## src/rtl/mem_bus_arbiter_pkg.sv

```systemverilog
// Shared definitions for the two-master memory bus arbiter.
package mem_bus_arbiter_pkg;

  // Width of the ACCESS-phase wait counter (covers 0..7 wait states).
  localparam int WAIT_W   = 3;
  localparam int WAIT_MAX = (1 << WAIT_W) - 1;

  // Arbiter FSM state encoding.
  typedef enum logic [1:0] {
    ST_IDLE   = 2'd0,
    ST_ACCESS = 2'd1,
    ST_DONE   = 2'd2
  } state_e;

  // Two-way select of a 16-bit field by master index.
  function automatic logic [15:0] sel16(input logic sel, input logic [15:0] a0,
                                        input logic [15:0] a1);
    return sel ? a1 : a0;
  endfunction

  // Two-way select of an 8-bit field by master index.
  function automatic logic [7:0] sel8(input logic sel, input logic [7:0] d0,
                                      input logic [7:0] d1);
    return sel ? d1 : d0;
  endfunction

endpackage

```

## src/rtl/mem_bus_arbiter_rr_grant2.sv

```systemverilog
// Two-way round-robin grant decision: on a tie the master not granted last wins.
module mem_bus_arbiter_rr_grant2 (
  input  logic i_req0,
  input  logic i_req1,
  input  logic i_last_grant,
  output logic o_any,
  output logic o_grant
);

  // Pure combinational choice; the caller registers the result.
  always_comb begin
    o_any   = i_req0 | i_req1;
    o_grant = (i_req0 & i_req1) ? ~i_last_grant : i_req1;
  end

endmodule

```

## src/rtl/mem_bus_arbiter.sv

```systemverilog
// Arbitrates two masters onto one single-ported memory with a fixed number of
// wait states. Each access runs IDLE -> ACCESS (WAIT_STATES+1 cycles) -> DONE.
module mem_bus_arbiter
  import mem_bus_arbiter_pkg::*;
#(
  parameter int WAIT_STATES = 1
) (
  input  logic        clk,
  input  logic        reset_n,
  input  logic        m0_req,
  input  logic        m0_we,
  input  logic [15:0] m0_addr,
  input  logic [7:0]  m0_wdata,
  output logic [7:0]  m0_rdata,
  output logic        m0_ack,
  input  logic        m1_req,
  input  logic        m1_we,
  input  logic [15:0] m1_addr,
  input  logic [7:0]  m1_wdata,
  output logic [7:0]  m1_rdata,
  output logic        m1_ack,
  output logic [15:0] mem_addr,
  output logic [7:0]  mem_wdata,
  input  logic [7:0]  mem_rdata,
  output logic        mem_rd,
  output logic        mem_wr,
  output logic        busy,
  output logic        grant
);

  localparam logic [WAIT_W-1:0] WAIT_LOAD = WAIT_W'(WAIT_STATES);

  state_e            r_state;
  logic [WAIT_W-1:0] r_cnt;
  logic              r_last_grant;
  logic              r_grant;
  logic              r_we;
  logic [15:0]       r_mem_addr;
  logic [7:0]        r_mem_wdata;
  logic              r_mem_rd;
  logic              r_mem_wr;
  logic [7:0]        r_m0_rdata;
  logic [7:0]        r_m1_rdata;
  logic              r_m0_ack;
  logic              r_m1_ack;
  logic              r_busy;

  logic              w_any;
  logic              w_gnt;
  logic              w_sel_we;

  mem_bus_arbiter_rr_grant2 u_rr (
    .i_req0      (m0_req),
    .i_req1      (m1_req),
    .i_last_grant(r_last_grant),
    .o_any       (w_any),
    .o_grant     (w_gnt)
  );

  assign w_sel_we = w_gnt ? m1_we : m0_we;

  // Arbiter FSM: grant in IDLE, drive memory in ACCESS, pulse the owner's ack in DONE.
  always_ff @(posedge clk or negedge reset_n) begin
    if (!reset_n) begin
      r_state      <= ST_IDLE;
      r_cnt        <= '0;
      r_last_grant <= 1'b1;
      r_grant      <= 1'b0;
      r_we         <= 1'b0;
      r_mem_addr   <= 16'h0000;
      r_mem_wdata  <= 8'h00;
      r_mem_rd     <= 1'b0;
      r_mem_wr     <= 1'b0;
      r_m0_rdata   <= 8'h00;
      r_m1_rdata   <= 8'h00;
      r_m0_ack     <= 1'b0;
      r_m1_ack     <= 1'b0;
      r_busy       <= 1'b0;
    end else begin
      unique case (r_state)
        ST_IDLE: begin
          r_m0_ack <= 1'b0;
          r_m1_ack <= 1'b0;
          if (w_any) begin
            r_grant      <= w_gnt;
            r_last_grant <= w_gnt;
            r_we         <= w_sel_we;
            r_mem_addr   <= sel16(w_gnt, m0_addr, m1_addr);
            r_mem_wdata  <= sel8(w_gnt, m0_wdata, m1_wdata);
            r_mem_rd     <= ~w_sel_we;
            r_mem_wr     <= w_sel_we;
            r_cnt        <= WAIT_LOAD;
            r_busy       <= 1'b1;
            r_state      <= ST_ACCESS;
          end
        end
        ST_ACCESS: begin
          if (r_cnt == '0) begin
            // Read data is valid on the last ACCESS cycle only.
            if (!r_we) begin
              if (r_grant) r_m1_rdata <= mem_rdata;
              else         r_m0_rdata <= mem_rdata;
            end
            r_m0_ack <= ~r_grant;
            r_m1_ack <= r_grant;
            r_mem_rd <= 1'b0;
            r_mem_wr <= 1'b0;
            r_state  <= ST_DONE;
          end else begin
            r_cnt <= r_cnt - 1'b1;
          end
        end
        ST_DONE: begin
          // No arbitration here; a request seen now is evaluated in IDLE.
          r_m0_ack <= 1'b0;
          r_m1_ack <= 1'b0;
          r_busy   <= 1'b0;
          r_state  <= ST_IDLE;
        end
        default: begin
          r_mem_rd <= 1'b0;
          r_mem_wr <= 1'b0;
          r_m0_ack <= 1'b0;
          r_m1_ack <= 1'b0;
          r_busy   <= 1'b0;
          r_state  <= ST_IDLE;
        end
      endcase
    end
  end

  assign m0_rdata  = r_m0_rdata;
  assign m1_rdata  = r_m1_rdata;
  assign m0_ack    = r_m0_ack;
  assign m1_ack    = r_m1_ack;
  assign mem_addr  = r_mem_addr;
  assign mem_wdata = r_mem_wdata;
  assign mem_rd    = r_mem_rd;
  assign mem_wr    = r_mem_wr;
  assign busy      = r_busy;
  assign grant     = r_grant;

endmodule

```

## config.mk

```make
export PLATFORM = sky130hd
export DESIGN_NAME = mem_bus_arbiter
export DESIGN_NICKNAME = d
export VERILOG_FILES = /design/src/rtl/mem_bus_arbiter_pkg.sv /design/src/rtl/mem_bus_arbiter_rr_grant2.sv /design/src/rtl/mem_bus_arbiter.sv
export SDC_FILE = /design/constraint.sdc
export NUM_CORES = 1
export LEC_CHECK = 0
export CORE_MARGIN = 2
export CORE_UTILIZATION = 37
export DETAILED_ROUTE_END_ITERATION = 7
export GPL_ROUTABILITY_DRIVEN = 0
export GPL_TIMING_DRIVEN = 1
export HOLD_SLACK_MARGIN = 0.15
export PLACE_DENSITY = 0.76
export SYNTH_ARGS = -nofsm -noshare
export SYNTH_HDL_FRONTEND = slang
export SYNTH_SLANG_ARGS = --single-unit
```

## constraint.sdc

```tcl
create_clock -name clk -period 2 [get_ports clk]
set_input_delay 0.6 -clock clk [delete_from_list [all_inputs] [get_ports clk]]
set_output_delay 0.6 -clock clk [all_outputs]
set_load 0.01 [all_outputs]
```

==> metrics.txt <==
Avg Cell Area, Syn=12.2 sq um; Root Buffer=clkbuf_8; vias in the first global route=~2000; post-CTS sizing=0; crit end category=output port; CP max stage delay=0.59 ns; row count=29; die height=83.8 microns; grt ovf=0; Slowest-stage cell, CP=clkdlybuf4s50_1; CTS Sinks=between 50 and 60; CP required=1.40 ns; outcome=completed; Min Clock Period, post-route=~1.9 ns; CTS Buf Count=5; first-pass GRT wire length=9010 microns; Synth async-reset ratio=1.00; Crit. Startpoint=mem_addr[14]$_DFFE_PN0P_; post-synthesis sequential area ratio=0.563; post-route ant nets=0; #FFs+latches synth=53; critical path class=reg -> out; number of port buffers=107; cells after synthesis=194; Final Setup Violations=0; H-tree levels=2; CP bufs+invs=1; Net Count, Synth=258; DP Area=3600 sq um; RSZ-0062 raised after global routing=no; Fin. Hold Viols=0; Finished Cell Area=about 3700 sq um; CTS tree=done; Final Cycle Share=0.926; crit-path max FO=2; I/O Pins=108; fin cells=386; Max VDD drop=0.686 mV; initial antenna violation count=0; CTS Buffer Depth=2; final core occ=0.591; list of most frequent post-synthesis cells=dfrtp_1 (52), mux2i_1 (29), a21oi_1 (27), a31oi_1 (26), mux2_2 (17); YS warnings=0; post-synth cell types=25; DRT iter0 DRCs=slightly above 40; Worst Max-Slew Pin Slew=0.430 ns; Post-CTS Setup Bufs=0; FILL cells=544; drt first pass iters=4; Main synth FF type=dfrtp_1; origin of the critical flop-to-flop path=r_cnt[0]$_DFFE_PN0P_; DR vias=1917; crit start category=flop; DP Cell Count=378; Hold Buf Count CTS=0; Initial Utilization=0.378; drt drc=0; total wire length=5270 microns; core area=6240 sq um; most common cell in the synthesized netlist=dfrtp_1; post-synth top area cell=dfrtp_1; CP Cell Sequence=clkdlybuf4s50_1; wire length per cell=13.7 microns; Place WS=-0.00272 ns; area grow syn2layout=56.5%; clk_skew=0.0107 ns; Synth Cell Area=approximately 2400 sq um; CP delay by family, top=buffers and inverters; total of max-cap violations=0; Global Route Usage Sum=0.157; overall die area=7030 sq um; die width=83.8 microns; setup TNS=0 ns; Clock Pin Slew Worst Setup and Hold Paths=approximately 0.10 ns; largest net degree at the start of global routing=37; leakage power=roughly 1.6 nW; HPWL after DPL=3940 microns; nets=372; Worst EP arrival=1.25 ns; Pins Over Slew Limit=0; largest cells by area after synthesis=dfrtp_1 (55%), mux2i_1 (12%), mux2_2 (8.1%), a31oi_1 (6.9%), a21oi_1 (5.7%); final setup margin=0.148 ns; clock latency reported for the late side of the worst-skew pair=0.30 ns; layout cells sized above 1=0.155; Post-synth EDFFs=0; PwrDens=1390 nW/um^2; Slew headroom=0.713; worst min path class=in -> async; maximum clock frequency=540 MHz; post-synth top area share=0.552; n_diodes=0; DR vias/cell=4.97
sequential cells by signal (all words and copies together), names as in the netlist:
register	flops
mem_addr	16
m0_rdata	8
m1_rdata	8
mem_wdata	8
r_cnt	3
r_state	2
busy	1
grant	1
m0_ack	1
m1_ack	1
mem_rd	1
mem_wr	1
r_last_grant	1
r_we	1
final timing paths:
| path | to | slack [ns] | depth (start not counted) |
|---|---|---|---|
| setup reg to reg | m0_rdata[7]$_DFFE_PN0P_ | 0.19 | 7 |
| setup / recovery | mem_addr[14] | 0.15 | 1 |
| hold / removal | m0_rdata[0]$_DFFE_PN0P_ | 0.25 | 2 |
| min in group clk | r_cnt[2]$_DFFE_PN0P_ | 0.51 | 1 |
| hold reg to reg | r_cnt[2]$_DFFE_PN0P_ | 0.51 | 1 |
| max in group asynchronous | r_last_grant$_DFFE_PN1P_ | 1.33 | 2 |
cell type report:
cell class	count	area, sq um	share of cell area
Timing Repair Buffer	121	1200	0.324
Clock inverter	3	25.0	0.00678
Sequential cell	53	1330	0.360
Clock buffer	5	68.8	0.0187
Inverter	6	22.5	0.00610
Multi-Input combinational cell	121	953	0.258
Tap cell	77	96.3	0.0261
placed cells by master, fill, tap and decap left out, types with 2 or more instances in the layout:
master / instances
clkdlybuf4s50_1: 106
inv_1: 6
nor2_1: 2
or2_2: 2
ha_1: 2
buf_4: 12
a21oi_1: 27
dfrtp_1: 52
o21ai_0: 2
a31oi_1: 26
buf_12: 2
mux2_2: 17
nand2_1: 2
clkbuf_8: 5
mux2i_1: 29
o2bb2ai_1: 2
routing by layer:
metal  part of all wire  global-route usage  wire length (microns)  vias up
met5                  0                   0                      0        -
met4              0.011              0.0469                     58        0
met3              0.078              0.0475                    412        7
met2               0.47               0.252                   2460       73
met1               0.44               0.206                   2340      896
li1                   -                   -                      -      941
per-stage QoR:
| step | power [mW] | hold slack, ns |
|---|---|---|
| 3_5_place_dp | 4.58 | 0.485 |
| 4_1_cts | 5.21 | 0.251 |
| 6_report | 5.14 | 0.250 |
| 5_1_grt | 5.53 | 0.260 |
| 3_3_place_gp | 4.51 | 0.475 |
| 2_1_floorplan | 3.18 | 0.304 |
cells by family (layout without fill, tap and decap cells):
group | Yosys count | in the layout | share of synthesized area
AO/OA/AOI/OAI | 59 | 59 | 0.145
adder cells (fa/ha/maj) | 2 | 2 | 0.0106
buffers and inverters | 20 | 135 | 0.0356
flip-flops | 53 | 53 | 0.563
multiplexers | 46 | 46 | 0.204
AND/OR/NAND/NOR | 14 | 14 | 0.0409
report_power, final:
group          total [mW]  internal (mW)  leakage, nW  switching, mW
Sequential           1.91           1.60        0.613          0.303
Clock               0.618          0.253       0.0447          0.365
Combinational        2.61           1.51        0.955           1.11
Total                5.14           3.36         1.61           1.78
(Power assumes the default switching activity.)
